<file path="src/rtl/traffic_light_monitor.sv">
// Traffic light lamp monitor: samples the three lamp inputs, tracks the decoded
// phase and its duration, and flags illegal lamp combinations and sequences.
module traffic_light_monitor #(
  parameter int CNT_W = 16,
  parameter int CYC_W = 8
) (
  input  logic             clk,
  input  logic             rst,
  input  logic             R,
  input  logic             G,
  input  logic             Y,
  input  logic             clr,
  output logic [2:0]       phase,
  output logic [CNT_W-1:0] phase_len,
  output logic             len_valid,
  output logic             err_onehot,
  output logic             err_seq,
  output logic [CYC_W-1:0] cycle_cnt
);

  // state       | meaning
  // PH_OFF      | no lamp lit
  // PH_RED      | only red lit
  // PH_GREEN    | only green lit
  // PH_YELLOW   | only yellow lit
  // PH_ILLEGAL  | two or more lamps lit together
  typedef enum logic [2:0] {
    PH_OFF     = 3'd0,
    PH_RED     = 3'd1,
    PH_GREEN   = 3'd2,
    PH_YELLOW  = 3'd3,
    PH_ILLEGAL = 3'd4
  } phase_e;

  localparam logic [CNT_W-1:0] CNT_ONE = {{(CNT_W-1){1'b0}}, 1'b1};
  localparam logic [CNT_W-1:0] CNT_MAX = {CNT_W{1'b1}};
  localparam logic [CYC_W-1:0] CYC_ONE = {{(CYC_W-1){1'b0}}, 1'b1};

  logic [2:0]       sample_q;
  phase_e           dec_phase;
  phase_e           phase_q;
  phase_e           phase_nxt;
  logic             phase_change;
  logic [CNT_W-1:0] run_cnt;
  logic             ev_onehot;
  logic             ev_seq;
  logic             ev_cycle;

  function automatic logic legal_step(input phase_e cur, input phase_e nxt);
    logic ok;
    ok = 1'b0;
    unique case (cur)
      PH_OFF:    ok = (nxt == PH_GREEN);
      PH_GREEN:  ok = (nxt == PH_OFF) || (nxt == PH_YELLOW);
      PH_YELLOW: ok = (nxt == PH_RED);
      PH_RED:    ok = (nxt == PH_GREEN);
      default:   ok = 1'b0;
    endcase
    return ok;
  endfunction

  always_ff @(posedge clk or negedge rst) begin
    if (!rst) begin
      sample_q <= 3'b000;
    end else begin
      sample_q <= {R, G, Y};
    end
  end

  always_comb begin
    dec_phase = PH_ILLEGAL;
    case (sample_q)
      3'b000:  dec_phase = PH_OFF;
      3'b100:  dec_phase = PH_RED;
      3'b010:  dec_phase = PH_GREEN;
      3'b001:  dec_phase = PH_YELLOW;
      default: dec_phase = PH_ILLEGAL;
    endcase
  end

  // State register
  always_ff @(posedge clk or negedge rst) begin
    if (!rst) begin
      phase_q <= PH_OFF;
    end else begin
      phase_q <= phase_nxt;
    end
  end

  // Next state: the phase simply follows the decoded sample
  always_comb begin
    phase_nxt    = dec_phase;
    phase_change = (dec_phase != phase_q);
  end

  // Output events; leaving ILLEGAL is never blamed on the sequence checker
  always_comb begin
    ev_onehot = 1'b0;
    ev_seq    = 1'b0;
    ev_cycle  = 1'b0;
    if (phase_change) begin
      if (dec_phase == PH_ILLEGAL) begin
        ev_onehot = 1'b1;
      end else if ((phase_q != PH_ILLEGAL) && !legal_step(phase_q, dec_phase)) begin
        ev_seq = 1'b1;
      end
      ev_cycle = (phase_q == PH_RED) && (dec_phase == PH_GREEN);
    end
  end

  always_ff @(posedge clk or negedge rst) begin
    if (!rst) begin
      run_cnt   <= '0;
      phase_len <= '0;
      len_valid <= 1'b0;
    end else begin
      len_valid <= phase_change;
      if (phase_change) begin
        phase_len <= run_cnt;
        run_cnt   <= CNT_ONE;
      end else if (run_cnt != CNT_MAX) begin
        run_cnt <= run_cnt + CNT_ONE;
      end
    end
  end

  // A same-edge event beats clr so that nothing is lost
  always_ff @(posedge clk or negedge rst) begin
    if (!rst) begin
      err_onehot <= 1'b0;
      err_seq    <= 1'b0;
      cycle_cnt  <= '0;
    end else if (clr) begin
      err_onehot <= ev_onehot;
      err_seq    <= ev_seq;
      cycle_cnt  <= ev_cycle ? CYC_ONE : '0;
    end else begin
      err_onehot <= err_onehot | ev_onehot;
      err_seq    <= err_seq | ev_seq;
      if (ev_cycle) begin
        cycle_cnt <= cycle_cnt + CYC_ONE;
      end
    end
  end

  assign phase = phase_q;

endmodule
</file>
<file path="config.mk">
export PLATFORM = sky130hd
export DESIGN_NAME = traffic_light_monitor
export DESIGN_NICKNAME = d
export VERILOG_FILES = /design/src/rtl/traffic_light_monitor.sv
export SDC_FILE = /design/constraint.sdc
export NUM_CORES = 1
export LEC_CHECK = 0
export CAP_MARGIN = 20
export CORE_MARGIN = 3
export CORE_UTILIZATION = 53
export CTS_CLUSTER_SIZE = 12
export DETAILED_ROUTE_END_ITERATION = 10
export PLACE_DENSITY = 0.78
export SLEW_MARGIN = 20
export SYNTH_ARGS = -nofsm -noshare
export SYNTH_HDL_FRONTEND = slang
export SYNTH_SLANG_ARGS = --single-unit
</file>
<file path="constraint.sdc">
create_clock -name clk -period 2.15 [get_ports clk]
set_clock_uncertainty 0.05 [all_clocks]
set_input_delay 0.645 -clock clk [delete_from_list [all_inputs] [get_ports clk]]
set_output_delay 0.645 -clock clk [all_outputs]
set_load 0.02 [all_outputs]
</file>
==> metrics.md <==
| Metric | Value |
|---|---|
| Buf+Inv Stages, Crit Path | `1` |
| Final Net Count | `253` |
| CP peak stage delay | `0.65 ns` |
| Initial Util | `57.2%` |
| Fin crit period | `2.09 ns` |
| Result of the run | `finished, final reports clean` |
| Comb pwr share | `12.2%` |
| First-pass GRT wire length | `7.96 mm` |
| Worst setup EP type | `primary output` |
| Bufs on Longest Clock Path | `2` |
| Die Height | `73.1 um` |
| Met3 wire len | `174 um` |
| Syn nets | `216` |
| Ys Warns | `0` |
| Worst skew pair latency | `0.29 ns` |
| Die ar. | `0.00534 sq mm` |
| Switch Pwr | `0.420 mW` |
| Placed Instance Area | `0.00280 sq mm` |
| Most frequent cell after synthesis | `dfrtp_1` |
| Sw frac | `25.0%` |
| Post-route setup slack | `0.0640 ns` |
| CP Data Arrival Time | `1.39 ns` |
| Fin area | `0.00287 sq mm` |
| CTS tree | `built` |
| Initial antenna violation count | `0` |
| Commonest cells post-synth | `dfrtp_1 (49), a21oi_1 (14), nor2_1 (14), nand2_1 (11), nand3_1 (10)` |
| Fillers | `318` |
| Wire length per cell | `15.7 um` |
| Reg clk slew, reported paths | `0.08 ns` |
| Leakage | `1.21 nW` |
| Area Overhead vs Synth | `20.4%` |
| Post-synth top area cell | `dfrtp_1` |
| Die Width | `73.1 um` |
| Row count | `23` |
| Placer Congestion | `0.768` |
| Crit share post-route | `97.0%` |
| Setup repair after global routing missed its margin | `false` |
| Clock power frac | `29.3%` |
| Io pins | `36` |
| Fmax achieved | `479 MHz` |
| Mapped cell area | `0.00239 sq mm` |
| CTS root buf | `clkbuf_8` |
| Measured slew at the worst slew-check pin | `0.495 ns` |
| Final hold vios | `0` |
| Asr flop ratio synth | `100%` |
| Setup Viol. Count Final | `0` |
| Top sig layer | `met4` |
| Vias | `1,739` |
| Internal power | `1.26 mW` |
| Share of cells above drive strength 1 | `17.6%` |
| Count of cell types in the netlist | `53` |
| Pre-antenna DRT Iters | `4` |
| Largest net degree at the start of global routing | `29` |
| Vias in the first global route | `1,700` |
| Clock Sinks | `49` |
| Slowest-stage cell, CP | `clkdlybuf4s50_1` |
| H-tree depth | `2` |
| Number of synthesized flops with an enable pin | `0` |
| Setup WS pre-CTS | `0.213 ns` |
| Max Slew Vio Count | `0` |
| Max VDD drop | `0.389 mV` |
| Final core occ | `68.8%` |
| Cts bufs inserted | `5` |
| Detail Route Antenna Nets | `0` |
| Antenna Cells | `0` |
| Total negative setup slack | `0 ns` |
| Crit path required time | `1.45 ns` |
| Crit path max fanout | `9` |
| Mapped Cells | `208` |
| 1st-iter DRT viols | `80` |
| Cell Pwr Density | `584 mW/mm^2` |
| Gr ovfl total | `0` |
| Number of port buffers | `35` |
| Mapped Avg Cell Area | `11.5 sq um` |
| Routed WL | `4.61 mm` |
| DR WL met2 | `2.18 mm` |
| Worst hold path type | `in -> async` |
| Slew HR | `67.0%` |
| Share of the synthesized area in the top cell type | `51.4%` |
| Seq pwr share | `58.6%` |
| Critical Setup Path Class | `reg -> out` |
| Crit-path cells | `clkdlybuf4s50_1` |
| Max Cap Viol | `0` |
| Register area share after synthesis | `51.4%` |
| Vias/cell | `5.91` |
| HPWL after DPL | `3.09 mm` |
| Total power | `1.68 mW` |
| Post-CTS Hold Fix Bufs | `0` |
| Delay-heaviest family, CP | `buffers and inverters` |
| Synth Flop Type | `dfrtp_1` |
| Routed metal-1 wire length | `2.20 mm` |
| Largest cells by area after synthesis | `dfrtp_1 (51%), mux2_4 (5.0%), mux2_2 (3.8%)` |
| All-Layer GR Usage | `19.1%` |
| Yosys reg bits | `49` |
| Critical path startpoint category | `flip-flop` |
| DRC viols | `0` |
| Core Region | `0.00417 sq mm` |
-- timing repair --
action / 4_1_cts / 5_1_grt
setup endpoints to repair: 1 / 1
setup buffers: 0 / 0
gates resized for setup: 1 / 1
-- kinds of logic (layout without fill, tap and decap cells) --
family          Yosys count  count (layout)  share of synthesized area, %
fa+ha+maj                 3               3                          1.47
compound gates           38              38                          10.8
flops                    49              49                          51.4
xor+xnor                  6               6                          2.20
mux                      19              19                          10.1
simple gates             78              78                          20.9
buf+inv                  15              51                          3.20
-- cell type report --
cell class / instances / area, sq um / area share [%]
Multi-Input combinational cell: 144 / 1080 / 37.7
Clock buffer: 5 / 68.8 / 2.40
Timing Repair Buffer: 39 / 403 / 14.0
Inverter: 6 / 22.5 / 0.784
Tap cell: 50 / 62.6 / 2.18
Clock inverter: 1 / 5.00 / 0.174
Sequential cell: 49 / 1230 / 42.7
-- cells in the final DEF (no fill, tap or decap), types with 3 or more instances in the layout --
| cell type | count |
|---|---|
| nand2_1 | 11 |
| mux2_2 | 8 |
| o21ai_0 | 8 |
| mux2i_1 | 3 |
| xor2_1 | 3 |
| or4_1 | 4 |
| nor2b_1 | 3 |
| clkbuf_8 | 5 |
| nand4_1 | 4 |
| o31ai_1 | 7 |
| dfrtp_1 | 48 |
| inv_1 | 5 |
| mux2_4 | 8 |
| nor2_1 | 14 |
| nand3_1 | 10 |
| a21oi_1 | 14 |
| clkdlybuf4s50_1 | 33 |
| xnor2_1 | 3 |
| or3_1 | 5 |
| nor3_1 | 5 |
-- stage by stage --
stage | std cells | hold slack (ns)
2_1_floorplan | 208 | 0.299
3_3_place_gp | 288 | 0.440
3_5_place_dp | 288 | 0.442
4_1_cts | 294 | 0.264
5_1_grt | 294 | 0.280
6_report | 294 | 0.256
-- state kept, by name, summed over array words and instances, names as in the netlist --
signal	cells
cycle_cnt	8
err_onehot	1
sample_q	3
err_seq	1
phase_len	16
phase	3
len_valid	1
run_cnt	16
-- per-layer routing --
metal / global-route usage, % / vias up
li1: - / 835
met2: 30.7 / 36
met4: 5.74 / 0
met3: 4.82 / 7
met5: 0 / -
met1: 25.4 / 861
-- final timing paths --
check | cells past startpoint | from | end | slack [ns]
max | 1 | phase[0] | phase[0] | 0.06
min | 1 | rst | phase_len[1] | 0.26
max reg2reg | 6 | sample_q[1] | run_cnt[1] | 0.21
min reg2reg | 1 | phase_len[11] | phase_len[11] | 0.46
max in group asynchronous | 2 | rst | err_seq | 1.28
min in group clk | 1 | phase_len[11] | phase_len[11] | 0.46
-- power groups by stage --
| stage | Combinational [mW] | Sequential, mW | Clock, mW |
|---|---|---|---|
| 2_1_floorplan | 0.105 | 1.01 | 0 |
| 3_5_place_dp | 0.205 | 0.999 | 0 |
| 3_3_place_gp | 0.201 | 0.999 | 0 |
| 6_report | 0.204 | 0.982 | 0.491 |
| 4_1_cts | 0.209 | 0.982 | 0.509 |
| 5_1_grt | 0.222 | 0.987 | 0.543 |
Note: power is estimated with default switching activity, not from simulation.
